--- src/rtl/membus_ctl.sv ---
// Memory-cycle controller: turns a VMEM memory request into one external bus
// transaction with ack/timeout handling, then pulses memack back to the requester.
module membus_ctl #(
  parameter int AW      = 22,
  parameter int TIMEOUT = 200
) (
  input  logic          clk,
  input  logic          reset,
  input  logic          memrq,
  input  logic          wrcyc,
  input  logic [AW-1:0] pma,
  input  logic [31:0]   md,
  output logic          memack,
  output logic [31:0]   mdin,
  output logic          mdin_load,
  output logic          nxm,
  output logic          busy,
  output logic          bus_req,
  output logic          bus_write,
  output logic [AW-1:0] bus_addr,
  output logic [31:0]   bus_wdata,
  input  logic          bus_ack,
  input  logic [31:0]   bus_rdata
);

  typedef enum logic [1:0] {
    ST_IDLE    = 2'd0,
    ST_REQ     = 2'd1,
    ST_ACK     = 2'd2,
    ST_RECOVER = 2'd3
  } state_t;

  localparam logic [7:0] LP_TC = 8'(TIMEOUT - 1);

  state_t        r_state;
  logic [7:0]    r_cnt;
  logic          r_memack;
  logic [31:0]   r_mdin;
  logic          r_mdin_load;
  logic          r_nxm;
  logic          r_busy;
  logic          r_bus_req;
  logic          r_bus_write;
  logic [AW-1:0] r_bus_addr;
  logic [31:0]   r_bus_wdata;

  state_t        w_state_nx;
  logic [7:0]    w_cnt_nx;
  logic          w_memack_nx;
  logic [31:0]   w_mdin_nx;
  logic          w_mdin_load_nx;
  logic          w_nxm_nx;
  logic          w_bus_req_nx;
  logic          w_bus_write_nx;
  logic [AW-1:0] w_bus_addr_nx;
  logic [31:0]   w_bus_wdata_nx;

  always_ff @(posedge clk or posedge reset) begin
    if (reset) begin
      r_state     <= ST_IDLE;
      r_cnt       <= '0;
      r_memack    <= 1'b0;
      r_mdin      <= '0;
      r_mdin_load <= 1'b0;
      r_nxm       <= 1'b0;
      r_busy      <= 1'b0;
      r_bus_req   <= 1'b0;
      r_bus_write <= 1'b0;
      r_bus_addr  <= '0;
      r_bus_wdata <= '0;
    end else begin
      r_state     <= w_state_nx;
      r_cnt       <= w_cnt_nx;
      r_memack    <= w_memack_nx;
      r_mdin      <= w_mdin_nx;
      r_mdin_load <= w_mdin_load_nx;
      r_nxm       <= w_nxm_nx;
      r_busy      <= (w_state_nx != ST_IDLE);
      r_bus_req   <= w_bus_req_nx;
      r_bus_write <= w_bus_write_nx;
      r_bus_addr  <= w_bus_addr_nx;
      r_bus_wdata <= w_bus_wdata_nx;
    end
  end

  always_comb begin
    w_state_nx     = r_state;
    w_cnt_nx       = r_cnt;
    w_memack_nx    = 1'b0;
    w_mdin_nx      = r_mdin;
    w_mdin_load_nx = 1'b0;
    w_nxm_nx       = 1'b0;
    w_bus_req_nx   = r_bus_req;
    w_bus_write_nx = r_bus_write;
    w_bus_addr_nx  = r_bus_addr;
    w_bus_wdata_nx = r_bus_wdata;

    case (r_state)
      ST_IDLE: begin
        w_bus_req_nx = 1'b0;
        if (memrq) begin
          w_bus_write_nx = wrcyc;
          w_bus_addr_nx  = pma;
          w_bus_wdata_nx = md;
          w_bus_req_nx   = 1'b1;
          w_cnt_nx       = '0;
          w_state_nx     = ST_REQ;
        end
      end
      ST_REQ: begin
        // A real ack beats a timeout landing on the same edge.
        if (bus_ack) begin
          w_state_nx   = ST_ACK;
          w_bus_req_nx = 1'b0;
          w_memack_nx  = 1'b1;
          if (!r_bus_write) begin
            w_mdin_nx      = bus_rdata;
            w_mdin_load_nx = 1'b1;
          end
        end else if (r_cnt == LP_TC) begin
          w_state_nx   = ST_ACK;
          w_bus_req_nx = 1'b0;
          w_memack_nx  = 1'b1;
          w_nxm_nx     = 1'b1;
          if (!r_bus_write) begin
            w_mdin_nx      = 32'hFFFF_FFFF;
            w_mdin_load_nx = 1'b1;
          end
        end else begin
          w_cnt_nx = r_cnt + 8'd1;
        end
      end
      ST_ACK:     w_state_nx = ST_RECOVER;
      ST_RECOVER: w_state_nx = ST_IDLE;
      default:    w_state_nx = ST_IDLE;
    endcase
  end

  assign memack    = r_memack;
  assign mdin      = r_mdin;
  assign mdin_load = r_mdin_load;
  assign nxm       = r_nxm;
  assign busy      = r_busy;
  assign bus_req   = r_bus_req;
  assign bus_write = r_bus_write;
  assign bus_addr  = r_bus_addr;
  assign bus_wdata = r_bus_wdata;

endmodule

--- config.mk ---
export PLATFORM = sky130hd
export DESIGN_NAME = membus_ctl
export DESIGN_NICKNAME = d
export VERILOG_FILES = /design/src/rtl/membus_ctl.sv
export SDC_FILE = /design/constraint.sdc
export NUM_CORES = 1
export LEC_CHECK = 0
export ABC_AREA = 1
export BUFFER_PORTS_ARGS = -buffer_cell sky130_fd_sc_hd__buf_2
export CORE_MARGIN = 2
export CORE_UTILIZATION = 45
export CTS_BUF_LIST = sky130_fd_sc_hd__clkbuf_4
export CTS_CLUSTER_SIZE = 30
export DETAILED_ROUTE_END_ITERATION = 12
export PLACE_DENSITY = 0.83
export SETUP_SLACK_MARGIN = 0.02
export SLEW_MARGIN = 10
export SYNTH_ARGS = -nofsm -noshare
export SYNTH_HDL_FRONTEND = slang
export SYNTH_SLANG_ARGS = --single-unit
--- constraint.sdc ---
create_clock -name clk -period 7.6 [get_ports clk]
set_input_delay 0.76 -clock clk [delete_from_list [all_inputs] [get_ports clk]]
set_output_delay 0.76 -clock clk [all_outputs]
set_load 0.02 [all_outputs]
==> flow_metrics.tcl <==
set metrics [dict create \
    ff2ff_path_depth 5 \
    cts_tree "done" \
    clock_path_buffers 2 \
    crit_path_start_kind "register" \
    synth_area_per_cell_um2 11.1 \
    core_area_um2 9680 \
    p_int_uw 1310 \
    final_max_slew_viol_count 0 \
    cellPowerDensity_nw_per_um2 414 \
    ctsResizeCount 0 \
    hpwl_um 6910 \
    nFillCells 812 \
    combPwrFrac_pct 47.3 \
    htreeDepth 3 \
    yosysTopAreaCellShare_pct 57.3 \
    post_drt_wl_per_cell_um 13.8 \
    dieArea_um2 10700 \
    synthFlopType "dfrtp_1" \
    power.leakage_uw 0.00292 \
    cp-end-kind "register" \
    final_cell_area_um2 5530 \
    rrSetupSlack_ps 5140 \
    tightest_slew_ps 1120 \
    drt-initial-drc-count 161 \
    maxCapViolations 0 \
    area.growth.synth_to_final_pct 24.0 \
    dieHeight_um 104 \
    cts_hold_buffers 0 \
    r2r_start "r_state[0]$_DFF_PP0_" \
    hold_class "input port to async pin" \
    antenna_found_initial 0 \
    ys_seq_elements 102 \
    io_pins 183 \
    crit_fanout 40 \
    route.antenna.remaining_nets 0 \
    r2r-end "mdin[9]$_DFFE_PP0P_" \
    firstDrtPassIters 4 \
    p_clk_share_pct 12.4 \
    ir_drop_uv 177 \
    cts_root_buf "clkbuf_4" \
    cts_setup_buffers 0 \
    max-slew-margin-rel_pct 25.0 \
    diodes 0 \
    fin_tns_setup_ps 0 \
    rsz0062_at_grt "false" \
    drc 0 \
    yosysSeqAreaShare_pct 57.3 \
    syn_nets 492 \
    final_nets 664 \
    viasPerCell 4.83 \
    grtUsageTotal_pct 18.6 \
    cts_sinks 102 \
    grt_max_degree 65 \
    dpl_cell_area_um2 5390 \
    synth_top_cells_by_count "102 x dfrtp_1, 97 x nand2_1, 38 x mux2_2, 32 x nand4_1, 32 x or2_2" \
    worst_clock_skew_ps 12.4 \
    cts_made_buffers 9 \
    fp.dieW_um 104 \
    gr-total-overflow 0 \
    seq_power_share_pct 40.3 \
    synth_edf_count 0 \
    cp.required_ps 8010 \
    drive_gt1_share_pct 51.6 \
    period_share_pct 32.4 \
    synth_cell_types 26 \
    max_freq_ghz 0.406 \
    yosysMostFrequentCell "dfrtp_1" \
    grt_pass1_wl_um 16200 \
    gp_congestion 0.796 \
    initial_utilization_pct 46.0 \
    async_flop_share_pct 100 \
    ys_warn_count 0 \
    synthesis.area_um2 4460 \
    finalSetupViolations 0 \
    swShare_pct 42.6 \
    clock_latency_ps 460 \
    portBuffers 182 \
    vias 3432 \
    hold_violations 0 \
    min_period_ps 2460 \
    worstSetupPathType "register to register" \
    p_switching_uw 973 \
    grt_pass1_vias 3297 \
    std_cell_rows 36 \
    critPathArrivalTime_ps 2870 \
    totalWireLength_um 9800 \
    clk_pin_slew_ps 150 \
    netlist.top_cell.by_area "dfrtp_1" \
    status "finished clean" \
    syn_inst 400 \
    synthTopCellsByArea "dfrtp_1 57%, mux2_2 9.6%, nand2_1 8.2%" \
]
## cell type report
class | count | area (µm²) | share of cell area [%]
well taps | 133 | 166 | 3.01
clock buffers | 9 | 67.6 | 1.22
multi-input cells | 258 | 1680 | 30.3
inverters | 17 | 66.3 | 1.20
repair buffers | 184 | 926 | 16.8
flip-flops and latches | 102 | 2550 | 46.2
clock inverters | 7 | 71.3 | 1.29
## per-layer routing
metal	global-route usage [%]	vias to the layer above	routed length, µm
met1	23.8	1620	4320
li1	-	1661	-
met2	30.9	136	4640
met5	0	-	0
met4	7.34	0	186
met3	4.15	15	652
## cells in the final DEF (no fill, tap or decap)
cell,netlist,routed
xor2_1,1,1
inv_6,0,2
mux2_4,16,16
clkinv_4,0,1
nand2_1,97,97
nand2_2,5,5
nand3_4,1,1
dfrtp_1,102,102
bufinv_16,0,1
nor2_1,10,10
o21ai_0,8,8
buf_4,5,2
clkinv_1,1,2
nand2_4,1,1
ha_1,1,1
buf_2,3,182
or2_2,32,32
inv_4,0,1
nor3_1,1,1
nor2_2,3,3
nand4_1,32,32
inv_2,1,1
clkbuf_4,0,9
inv_1,15,13
nand3_1,11,11
clkinv_2,0,3
mux2_2,38,38
a21oi_1,1,1
## registers in the layout (all words and copies together), names as in the netlist
register / flops
bus_write: 1
nxm: 1
r_cnt: 8
busy: 1
bus_addr: 22
bus_wdata: 32
bus_req: 1
r_state: 2
mdin: 32
memack: 1
mdin_load: 1
## worst max-delay path by stage
stage                                    endpoint                 start  slack, ps  cells after the start
after floorplan           bus_addr[0]$_DFFE_PP0P_                 reset       4160                      1
after global placement       mdin[24]$_DFFE_PP0P_               bus_ack       5220                      6
after detailed placement      mdin[9]$_DFFE_PP0P_               bus_ack       5120                      6
after CTS                     mdin[9]$_DFFE_PP0P_  r_state[1]$_DFF_PP0_       5290                      6
after global routing         mdin[28]$_DFFE_PP0P_  r_state[1]$_DFF_PP0_       4850                      6
final                         mdin[9]$_DFFE_PP0P_  r_state[0]$_DFF_PP0_       5140                      5
## metrics by stage
| step | power, µW | setup WS (ps) | std cells | utilization [%] | hold slack [ps] |
|---|---|---|---|---|---|
| 2_1_floorplan | 1680 | 4160 | 400 | - | 496 |
| 3_5_place_dp | 2020 | 5120 | 694 | 55.6 | 457 |
| 4_1_cts | 2310 | 5290 | 710 | 57.1 | 298 |
| 3_3_place_gp | 1980 | 5220 | 694 | 55.6 | 455 |
| 5_1_grt | 2430 | 4850 | 710 | 57.1 | 303 |
| 6_report | 2290 | 5140 | 710 | 57.1 | 299 |
## power by group through the flow
stage / clock (µW) / combinational [µW] / sequential, µW
floorplan: 0 / 460 / 1220
global placement: 0 / 1060 / 920
detailed placement: 0 / 1090 / 929
CTS: 293 / 1090 / 920
global route: 318 / 1160 / 949
finish: 284 / 1080 / 921
## kinds of logic (layout without fill, tap and decap cells)
logic type	after synthesis	in the layout	synth area share, %
AOI/OAI and AO/OA	9	9	1.01
DFF	102	102	57.3
buffers and inverters	40	217	5.11
muxes	54	54	15.0
and+or+nand+nor	193	193	21.1
adders and majority gates	1	1	0.281
xor gates and xnor gates	1	1	0.197
## worst max-delay path, cell delays in order, from the launching register on
cell and delay (ps):
dfrtp_1 450, nand2_2 120, clkinv_1 870, nand3_4 760, nand2_1 120, nand2_1 80
(Power assumes the default switching activity.)
